## config.mk

```make
export PLATFORM = sky130hd
export DESIGN_NAME = ifetch_buf_flat
export DESIGN_NICKNAME = d
export VERILOG_FILES = /design/src/rtl/ifetch_buf_if.sv /design/src/rtl/ifetch_buf.sv /design/src/flat_wrapper.sv
export SDC_FILE = /design/constraint.sdc
export NUM_CORES = 1
export LEC_CHECK = 0
export ABC_AREA = 1
export BUFFER_PORTS_ARGS = -buffer_cell sky130_fd_sc_hd__buf_4
export CORE_MARGIN = 2
export CORE_UTILIZATION = 58
export CTS_CLUSTER_SIZE = 40
export DETAILED_ROUTE_END_ITERATION = 10
export GPL_ROUTABILITY_DRIVEN = 0
export PLACE_DENSITY_LB_ADDON = 0.05
export SLEW_MARGIN = 25
export SYNTH_ARGS = -nofsm -noshare
export SYNTH_HDL_FRONTEND = slang
export SYNTH_SLANG_ARGS = --single-unit
```

## constraint.sdc

```tcl
create_clock -name clk -period 4.4 [get_ports clk]
set_input_delay 0.66 -clock clk [delete_from_list [all_inputs] [get_ports clk]]
set_output_delay 0.66 -clock clk [all_outputs]
set_load 0.005 [all_outputs]
```

## src/rtl/ifetch_buf_if.sv

```systemverilog
// ifetch_buf_if: fetch-stage bus bundle.
//   Memory side : req_o/addr_o out, v_i/inst_i in.
//   Redirect    : branch_i/baddr_i in.
//   Decode side : v_o/inst_o/pc_o out, stall_i in.
//   Status      : stall_o (credit exhausted), flush_cnt_o (discard count).
// modport master is the fetch unit; modport slave is its environment.
interface ifetch_buf_if #(
  parameter int WORD = 32,
  parameter int ADDR = 32
);
  logic            req_o;
  logic [ADDR-1:0] addr_o;
  logic            v_i;
  logic [WORD-1:0] inst_i;
  logic            branch_i;
  logic [ADDR-1:0] baddr_i;
  logic            v_o;
  logic [WORD-1:0] inst_o;
  logic [ADDR-1:0] pc_o;
  logic            stall_i;
  logic            stall_o;
  logic [15:0]     flush_cnt_o;

  modport master (
    output req_o, addr_o, v_o, inst_o, pc_o, stall_o, flush_cnt_o,
    input  v_i, inst_i, branch_i, baddr_i, stall_i
  );

  modport slave (
    input  req_o, addr_o, v_o, inst_o, pc_o, stall_o, flush_cnt_o,
    output v_i, inst_i, branch_i, baddr_i, stall_i
  );
endinterface

```

## src/rtl/ifetch_buf.sv

```systemverilog
// ifetch_buf: instruction-fetch stage with PC, fixed one-cycle-latency memory
// request port, a DEPTH-entry {inst, pc} queue and branch redirect/flush.
// Ports:
//   clk  - clock, all state updates on posedge
//   rst  - asynchronous active-low reset
//   bus  - ifetch_buf_if.master (memory request/response, redirect, decode)
// Optional feature: define IFETCH_BUF_STATS_EN to count instructions discarded
// by redirects on flush_cnt_o (saturating); otherwise flush_cnt_o is 0.
module ifetch_buf #(
  parameter int              WORD     = 32,
  parameter int              ADDR     = 32,
  parameter int              DEPTH    = 4,
  parameter logic [ADDR-1:0] RESET_PC = '0
) (
  input  logic          clk,
  input  logic          rst,
  ifetch_buf_if.master  bus
);

  localparam int              PW      = $clog2(DEPTH);
  localparam logic [PW+1:0]   DEPTH_W = (PW+2)'(DEPTH);

  logic [ADDR-1:0] pc;
  logic [ADDR-1:0] inflight_pc;
  logic            inflight;
  logic [PW-1:0]   head;
  logic [PW-1:0]   tail;
  logic [PW:0]     count;

  logic [WORD-1:0] q_inst [DEPTH];
  logic [ADDR-1:0] q_pc   [DEPTH];

  logic            v_o;
  logic            deq;
  logic            enq;
  logic            issue;
  logic            credit_ok;
  logic [PW+1:0]   occ;

  assign v_o = (count != '0);
  assign deq = v_o & ~bus.stall_i;
  // Occupancy after this cycle's dequeue, counting the slot reserved by the
  // outstanding request; a new request is only safe if that leaves room.
  assign occ       = {1'b0, count} + (PW+2)'(inflight) - (PW+2)'(deq);
  assign credit_ok = (occ < DEPTH_W);
  assign issue     = rst & ~bus.branch_i & credit_ok;
  assign enq       = bus.v_i & inflight & ~bus.branch_i;

  assign bus.req_o   = issue;
  assign bus.addr_o  = pc;
  assign bus.stall_o = rst & ~bus.branch_i & ~credit_ok;
  assign bus.v_o     = v_o;
  // Head fields are masked when empty so stale storage never reaches decode.
  assign bus.inst_o  = v_o ? q_inst[head] : '0;
  assign bus.pc_o    = v_o ? q_pc[head]   : '0;

  // NOTE: sequential state uses non-blocking assignments so every register
  // samples pre-edge values regardless of statement order.
  always_ff @(posedge clk or negedge rst) begin
    if (!rst) begin
      pc          <= RESET_PC;
      inflight    <= 1'b0;
      inflight_pc <= '0;
      head        <= '0;
      tail        <= '0;
      count       <= '0;
    end else if (bus.branch_i) begin
      // Redirect wins over everything: drop queue and any in-flight response.
      pc       <= bus.baddr_i;
      inflight <= 1'b0;
      head     <= '0;
      tail     <= '0;
      count    <= '0;
    end else begin
      if (enq) tail <= tail + PW'(1);
      if (deq) head <= head + PW'(1);
      case ({enq, deq})
        2'b10:   count <= count + (PW+1)'(1);
        2'b01:   count <= count - (PW+1)'(1);
        default: count <= count;
      endcase
      if (issue) begin
        pc          <= pc + ADDR'(1);
        inflight    <= 1'b1;
        inflight_pc <= pc;
      end else begin
        inflight <= 1'b0;
      end
    end
  end

  // NOTE: queue storage has no reset; validity comes solely from count, and
  // the outputs are masked while empty.
  always_ff @(posedge clk) begin
    if (enq) begin
      q_inst[tail] <= bus.inst_i;
      q_pc[tail]   <= inflight_pc;
    end
  end

`ifdef IFETCH_BUF_STATS_EN
  logic [15:0] flush_cnt;
  logic [16:0] flush_sum;

  // Discarded = queued entries plus a response landing in the redirect cycle.
  assign flush_sum = {1'b0, flush_cnt} + 17'(count) + 17'(bus.v_i & inflight);

  always_ff @(posedge clk or negedge rst) begin
    if (!rst) begin
      flush_cnt <= '0;
    end else if (bus.branch_i) begin
      flush_cnt <= flush_sum[16] ? 16'hFFFF : flush_sum[15:0];
    end
  end

  assign bus.flush_cnt_o = flush_cnt;
`else
  assign bus.flush_cnt_o = '0;
`endif

endmodule

```

## src/flat_wrapper.sv

```systemverilog
// flat-port wrapper written by rule: the top's interface ports become plain ports
module ifetch_buf_flat 
#(
  parameter int              WORD     = 32,
  parameter int              ADDR     = 32,
  parameter int              DEPTH    = 4,
  parameter logic [ADDR-1:0] RESET_PC = '0
)
  (clk, rst, bus_req_o, bus_addr_o, bus_v_o, bus_inst_o, bus_pc_o, bus_stall_o, bus_flush_cnt_o, bus_v_i, bus_inst_i, bus_branch_i, bus_baddr_i, bus_stall_i);
  ifetch_buf_if #(.WORD(WORD), .ADDR(ADDR)) bus_i ();
  input  logic clk;
  input  logic rst;
  output wire logic [$bits(bus_i.req_o)-1:0] bus_req_o;
  output wire logic [$bits(bus_i.addr_o)-1:0] bus_addr_o;
  output wire logic [$bits(bus_i.v_o)-1:0] bus_v_o;
  output wire logic [$bits(bus_i.inst_o)-1:0] bus_inst_o;
  output wire logic [$bits(bus_i.pc_o)-1:0] bus_pc_o;
  output wire logic [$bits(bus_i.stall_o)-1:0] bus_stall_o;
  output wire logic [$bits(bus_i.flush_cnt_o)-1:0] bus_flush_cnt_o;
  input wire logic [$bits(bus_i.v_i)-1:0] bus_v_i;
  input wire logic [$bits(bus_i.inst_i)-1:0] bus_inst_i;
  input wire logic [$bits(bus_i.branch_i)-1:0] bus_branch_i;
  input wire logic [$bits(bus_i.baddr_i)-1:0] bus_baddr_i;
  input wire logic [$bits(bus_i.stall_i)-1:0] bus_stall_i;
  assign bus_req_o = bus_i.req_o;
  assign bus_addr_o = bus_i.addr_o;
  assign bus_v_o = bus_i.v_o;
  assign bus_inst_o = bus_i.inst_o;
  assign bus_pc_o = bus_i.pc_o;
  assign bus_stall_o = bus_i.stall_o;
  assign bus_flush_cnt_o = bus_i.flush_cnt_o;
  assign bus_i.v_i = bus_v_i;
  assign bus_i.inst_i = bus_inst_i;
  assign bus_i.branch_i = bus_branch_i;
  assign bus_i.baddr_i = bus_baddr_i;
  assign bus_i.stall_i = bus_stall_i;
  ifetch_buf #(.WORD(WORD), .ADDR(ADDR), .DEPTH(DEPTH), .RESET_PC(RESET_PC)) u_core (.clk(clk), .rst(rst), .bus(bus_i));
endmodule
```

==> results of run 1 <==
-- layout make-up --
type / count / area [um2]
Sequential cell: 328 / 9490
Fill cell: 1753 / 6940
Multi-Input combinational cell: 889 / 3980
Timing Repair Buffer: 182 / 1440
Clock buffer: 42 / 932
Tap cell: 319 / 399
Inverter: 57 / 216
Clock inverter: 18 / 211
-- sequential cells by signal, indices dropped and copies added (netlist names) --
name and count:
u_core.bus.addr_o 32, u_core.count 3, u_core.head 2, u_core.inflight 1
u_core.inflight_pc 32, u_core.q_inst 128, u_core.q_pc 128, u_core.tail 2
-- cells in the final DEF (no fill, tap or decap) --
cell type   count
nand3_1        78
clkinvlp_4      1
fa_1            1
mux2i_1         1
bufinv_16       5
inv_2           3
nor3_2          1
a21boi_0        9
nor2_2          2
dfrtp_4         1
o21ai_0       136
buf_4         176
o21bai_1        1
clkinv_2        5
nor2_1        301
xor2_1         11
inv_1          52
buf_12          6
a21oi_1        67
nand2_1       221
clkbuf_1        4
nand2_2         1
conb_1         16
nor2_4          6
dfrtp_2         1
xnor2_1         2
dfrtp_1        70
and2_1          1
nand4_1         2
clkinv_1        8
inv_6           1
clkbuf_16      35
ha_1            8
nand3b_1        1
o21ai_1        23
edfxtp_1      256
clkbuf_8        3
-- worst paths after layout --
path	start	endpoint	slack (ps)	cells past startpoint
worst max-delay path	u_core.head[1]$_DFFE_PN0P_	bus_inst_o[7]	1150	6
worst min-delay path	rst	u_core.bus.addr_o[29]$_DFFE_PN0P_	40	1
worst max register to register	u_core.count[2]$_DFFE_PN0P_	u_core.bus.addr_o[8]$_DFFE_PN0P_	1760	15
worst min register to register	u_core.inflight_pc[18]$_DFFE_PN0P_	u_core.q_pc[3][18]$_DFFE_PP_	510	0
max in group asynchronous	rst	u_core.head[0]$_DFFE_PN0P_	3330	2
min in group clk	bus_inst_i[30]	u_core.q_inst[1][30]$_DFFE_PP_	360	1
-- routing by layer --
layer	wire length [um]	vias to the layer above	GRT usage
met5	0	-	0
met4	524	0	0.0640
met3	1960	38	0.0414
met2	14800	335	0.397
met1	13400	4633	0.343
li1	-	4822	-
-- kinds of logic after synthesis --
logic type,Yosys count,synth area share
adders and majority gates,9,0.00857
buffers and inverters,142,0.0456
AOI/OAI and AO/OA,236,0.0860
muxes,1,0.000714
other,1,0.000268
and+or+nand+nor,614,0.174
DFF,328,0.677
xor gates and xnor gates,13,0.00812
-- metrics by stage --
stage	cell area, um2	total power, mW	instances	hold WS [ps]	setup WS (ps)
final	16700	9.33	1835	37.9	1150
after global routing	16700	9.85	1835	42.2	950
after CTS	16700	9.40	1835	38.6	1160
after detailed placement	15500	6.49	1775	500	1510
after global placement	15500	6.44	1775	498	1590
after floorplan	14100	5.33	1359	364	198
-- where the power goes --
group	internal (mW)	switching, mW
Clock	1.79	1.11
Combinational	0.982	1.31
Sequential	3.74	0.394
Total	6.52	2.81
==> impl_metrics.csv, run 1 <==
group,metric,value,unit
sta,rsz0062_at_grt,"no",
synthesis,yosysWarnings,0,
sta,tightest_slew,877,ps
synthesis,synthTopCellsByCount,"306 x nor2_1, 256 x edfxtp_1, 221 x nand2_1",
clocking,cts_root_buf,"clkbuf_16",
synthesis,syn_area,14000,um2
floorplanning,die_h,159,um
clocking,clockBufferDepth,3,
critical_path,critPathBufInv,3,
final_layout,final_layout_size_suffix_gt1_frac,0.163,
critical_path,worst-path-max-fanout,48,
drt,drc,0,
sta,relSlewSlack,0.416,
synthesis,ys_async_sr_fraction,0.220,
drt,wire_per_inst,16.7,um
clocking,cts_setup_buffers,0,
sta,period_share,0.740,
synthesis,synth.top_cell.area_share,0.548,
critical_path,end_kind,"output pin",
critical_path,startpoint_type,"flop",
synthesis,synth_edf_count,256,
clocking,clkTransAtPathRegs,60,ps
floorplanning,dieArea,25400,um2
placed_design,port_buffers,167,
synthesis,synth_cells,1344,
pwr,ir_drop,456,uV
critical_path,worstPathArrival,2590,ps
clocking,cts-resized-gates,0,
critical_path,crit_chain,"clkinv_2 > buf_4 > nor2_1 > o21ai_0 > a21oi_1 > buf_4",
final_layout,final_core_util,0.706,
synthesis,ys_seq_area_frac,0.677,
run_status,status,"completed",
pwr,p_per_area,560,nW/um2
floorplanning,boundaryPins,184,
drt,drt_first_pass_iters,5,
placed_design,hpwl,17900,um
floorplanning,fp.dieW,159,um
final_layout,synthToLayoutAreaGrowth,19.0,%
sta,timing.fmax,307,MHz
drt,drt_iter0_markers,900,
pwr,leakage,6.63,nW
drt,wl,30600,um
grt,overflow,0,
critical_path,cp_top_family,"buffers and inverters",
grt,grt_pass1_vias,9528,
critical_path,worstSetupPathType,"flop to output pin",
synthesis,synthDistinctLibCells,30,
synthesis,yosysMostFrequentCell,"nor2_1",
synthesis,yosysTopAreaCell,"edfxtp_1",
sta,hold_viol_final,0,
clocking,hold_buffers,0,
grt,grt_max_degree,75,
sta,finalCriticalPeriod,3250,ps
synthesis,synth_flop_cell,"edfxtp_1",
drt,vias_per_cell,5.36,
critical_path,crit_top_cell,"buf_4",
grt,grt_usage,0.243,
clocking,numCtsBuffers,34,
floorplanning,core_area,23600,um2
clocking,cts_tree,"built",
sta,finClkSkew,21.5,ps
synthesis,ys_ff_latch,328,
critical_path,slowest_stage,"clkinv_2",
critical_path,crit_required,3740,ps
floorplanning,initial_core_util,0.594,
clocking,cts_num_sinks,328,
hold_path,hold_class,"input port to asynchronous set/reset pin",
sta,setup_viol,0,
sta,tns,0,ps
floorplanning,rows,56,
clocking,worstSkewPairLatency,510,ps
final_layout,insertedDiodeCount,0,
grt,antenna_found_initial,0,
sta,slew_violations,0,
grt,grt_pass1_wl,49500,um
drt,vias,9828,
synthesis,syn_avg_cell_area,10.4,um2
clocking,cts_htree_levels,2,
flow_run,maxCapViolCount,0,
final_layout,nNetsFinal,1570,
critical_path,max_stage_delay,650,ps
drt,postRouteAntennaNets,0,
synthesis,synthTopCellsByArea,"edfxtp_1 55%, dfrtp_1 13%, nor2_1 8.2%",
Note: power is estimated with default switching activity, not from simulation.
==> run 2, diff against run 1 <==
--- a/config.mk
+++ b/config.mk
@@ -5,10 +5,10 @@
 export SDC_FILE = /design/constraint.sdc
 export NUM_CORES = 1
 export LEC_CHECK = 0
-export ABC_AREA = 1
+export ABC_AREA = 0
 export BUFFER_PORTS_ARGS = -buffer_cell sky130_fd_sc_hd__buf_4
 export CORE_MARGIN = 2
-export CORE_UTILIZATION = 58
+export CORE_UTILIZATION = 52
 export CTS_CLUSTER_SIZE = 40
 export DETAILED_ROUTE_END_ITERATION = 10
 export GPL_ROUTABILITY_DRIVEN = 0
==> constraint.sdc (replaced) <==
create_clock -name clk -period 2.77 [get_ports clk]
set_input_delay 0.4155 -clock clk [delete_from_list [all_inputs] [get_ports clk]]
set_output_delay 0.4155 -clock clk [all_outputs]
set_load 0.005 [all_outputs]
==> run 2 against run 1 <==
The flow now finishes with violations (setup timing). Worst setup slack worse by 1300 ps. Clock skew shrank 6.0 ps. Clock power increased by 47%. Via count shrank 22%. Core utilization shrank 5.4 points. Area after synthesis is 4.7% lower. First-iteration DRC count is 36% lower. Non-clock buffer count up 27. Critical path depth rose by 4. Die area is 6.2% higher. Global-route usage fell by 2.7 points. Flip-flop and latch count stayed put. Critical path type unchanged. Critical endpoint is now bus_stall_o. Largest cell class unchanged.
==> impl_metrics.csv, run 2 <==
group,metric,value,unit
run_status,status,"finished, violations left",
run_status,violations,"setup timing",
sta,slew_violations,0,
pwr,p_per_area,885,nW/um2
sta,relSlewSlack,0.474,
synthesis,synthTopCellsByCount,"256 x edfxtp_1, 72 x dfrtp_1, 69 x and2_1",
drt,vias,7681,
final_layout,final_common_cell,"edfxtp_1",
synthesis,ys_ff_latch,328,
drt,vias_per_cell,5.78,
clocking,cts_num_sinks,328,
critical_path,crit_required,2350,ps
pwr,totalPowerFinal,14.5,mW
sta,rsz0062_at_grt,"yes",
critical_path,end_kind,"output pin",
drt,drt_iter0_markers,572,
synthesis,ys_seq_area_frac,0.710,
drt,highest_layer,"met4",
critical_path,worstSetupPathDepth,10,
critical_path,worstSetupPathType,"flop to output pin",
clocking,numCtsBuffers,34,
drt,drc,0,
critical_path,slowest_stage,"dfrtp_1",
grt,grt_max_degree,65,
grt,grt_pass1_wl,44100,um
synthesis,syn_avg_cell_area,17.4,um2
drt,wl,28900,um
critical_path,cp_top_family,"simple AND/OR/NAND/NOR gates",
grt,grt_pass1_vias,7964,
grt,grt_usage,0.216,
sta,finClkSkew,15.5,ps
placed_design,hpwl,17800,um
clocking,clkTransAtPathRegs,60,ps
grt,overflow,0,
critical_path,startpoint_type,"flop",
critical_path,worst-path-max-fanout,3,
synthesis,syn_area,13400,um2
clocking,clockBufferDepth,3,
drt,wl_met2,14500,um
clocking,cts_root_buf,"clkbuf_16",
synthesis,yosysTopAreaCell,"edfxtp_1",
drt,wire_per_inst,21.8,um
critical_path,critPathBufInv,3,
drt,wl_met3,1800,um
floorplanning,rows,58,
synthesis,synth.top_cell.area_share,0.575,
hold_path,min_path_cells,1,
sta,setup_viol,11,
sta,tns,-524,ps
placed_design,port_buffers,167,
synthesis,synth_cells,766,
synthesis,yosysMostFrequentCell,"edfxtp_1",
pwr,leakage,5.99,nW
synthesis,yosysWarnings,0,
final_layout,insertedDiodeCount,0,
floorplanning,dieArea,27000,um2
floorplanning,initial_core_util,0.531,
sta,tightest_slew,790,ps
sta,finalCriticalPeriod,2930,ps
critical_path,crit_chain,"nor3_2 > nor2_1 > ha_2 > inv_2 > ha_4 > and3b_2 > o211a_4 > buf_6 > nor3_4 > buf_4",
drt,drt_first_pass_iters,5,
final_layout,nNetsFinal,1053,
sta,period_share,1.06,
critical_path,worstPathArrival,2510,ps
sta,timing.fmax,342,MHz
pwr,ir_drop,597,uV
synthesis,synth_flop_cell,"edfxtp_1",
synthesis,synthTopCellsByArea,"edfxtp_1 58%, dfrtp_1 13%, mux4_2 11%",
floorplanning,boundaryPins,184,
critical_path,max_stage_delay,390,ps
drt,drt-met1-wl,12100,um
sta,holdWs,118,ps
grt,antenna_found_initial,0,
synthesis,synthDistinctLibCells,45,
sta,hold_viol_final,0,
flow_run,maxCapViolCount,0,
floorplanning,die_h,164,um
hold_path,hold_class,"input port to flop",
clocking,worstSkewPairLatency,500,ps
floorplanning,core_area,25200,um2
clocking,cts_htree_levels,2,
clocking,cts_tree,"built",
final_layout,synthToLayoutAreaGrowth,22.8,%
sta,finalWorstSetupSlack,-157,ps
floorplanning,fp.dieW,164,um
drt,postRouteAntennaNets,0,
final_layout,final_layout_size_suffix_gt1_frac,0.373,
final_layout,biggestRegsByFlops,"u_core.q_inst (128), u_core.q_pc (128)",
final_layout,fillCellCount,1785,
final_layout,final_cell_mix,"256 x edfxtp_1, 193 x buf_4, 70 x dfrtp_1, 65 x and2_1, 64 x mux4_2",
synthesis,synth_edf_count,256,
critical_path,reg2reg_depth,13,
synthesis,ys_async_sr_fraction,0.220,
[run 2: kinds of logic (layout without fill, tap and decap cells)]
logic type,after synthesis,in the layout,share of synthesized area
buffers and inverters,64,281,0.0235
DFF,328,328,0.710
and+or+nand+nor,200,200,0.0823
other,1,16,0.000281
AOI/OAI and AO/OA,56,56,0.0321
adders and majority gates,9,9,0.00899
muxes,97,97,0.136
xor gates and xnor gates,11,11,0.00721
[run 2: per-layer routing]
layer | track usage | vias to the layer above
met2 | 0.363 | 284
li1 | - | 3395
met1 | 0.293 | 3951
met5 | 0 | -
met4 | 0.0598 | 0
met3 | 0.0381 | 51
[run 2: worst reg2reg max path, cell delays in order (launching register included)]
cell	delay, ps
dfrtp_1	390
nor3_2	210
nor2_1	100
ha_2	200
inv_2	60
ha_4	180
and3b_2	220
nor4_4	220
buf_6	170
o21ai_4	60
buf_4	160
buf_12	160
or4_1	520
nand3_1	90
[run 2: layout make-up]
class / instances / area, um2 / share of cell area
clock buffers: 48 / 975 / 0.0594
clock inverters: 11 / 78.8 / 0.00480
inverters: 13 / 48.8 / 0.00297
multi-input cells: 389 / 3680 / 0.224
flip-flops and latches: 328 / 9500 / 0.579
well taps: 330 / 413 / 0.0252
repair buffers: 209 / 1720 / 0.105
[run 2: metrics by stage]
step                cell area, um2  instances  setup WS, ps  utilization
detailed placement           15200       1256          28.6        0.604
global route                 16400       1328          -223        0.652
global placement             15200       1256           105        0.604
floorplan                    13400        781          1.32            -
finish                       16400       1328          -157        0.652
CTS                          16400       1322          -110        0.650
[run 2: power by group]
part | leakage (nW) | total (mW) | switching, mW | internal [mW]
clock | 0.521 | 4.28 | 1.74 | 2.54
combinational | 2.27 | 3.75 | 1.66 | 2.09
sequential | 3.20 | 6.50 | 0.489 | 6.01
total | 5.99 | 14.5 | 3.89 | 10.6
[run 2: repair_timing]
item / 4_1_cts / 5_1_grt
gates resized for setup: 12 / 5
gates cloned: 0 / 0
hold endpoints to repair: 12 / 0
pin swaps: 6 / 2
hold buffers: 1 / 0
setup buffers: 6 / 6
endpoints found under the setup margin: 2 / 56
[run 2: worst paths after layout]
kind	startpoint	endpoint	slack (ps)
setup / recovery	u_core.count[0]$_DFFE_PN0P_	bus_stall_o	-160
hold / removal	bus_inst_i[5]	u_core.q_inst[2][5]$_DFFE_PP_	120
setup reg to reg	u_core.count[0]$_DFFE_PN0P_	u_core.bus.addr_o[21]$_DFFE_PN0P_	-30
hold reg to reg	u_core.inflight_pc[3]$_DFFE_PN0P_	u_core.q_pc[3][3]$_DFFE_PP_	520
max in group asynchronous	rst	u_core.head[0]$_DFFE_PN0P_	1270
min in group asynchronous	rst	u_core.bus.addr_o[11]$_DFFE_PN0P_	330
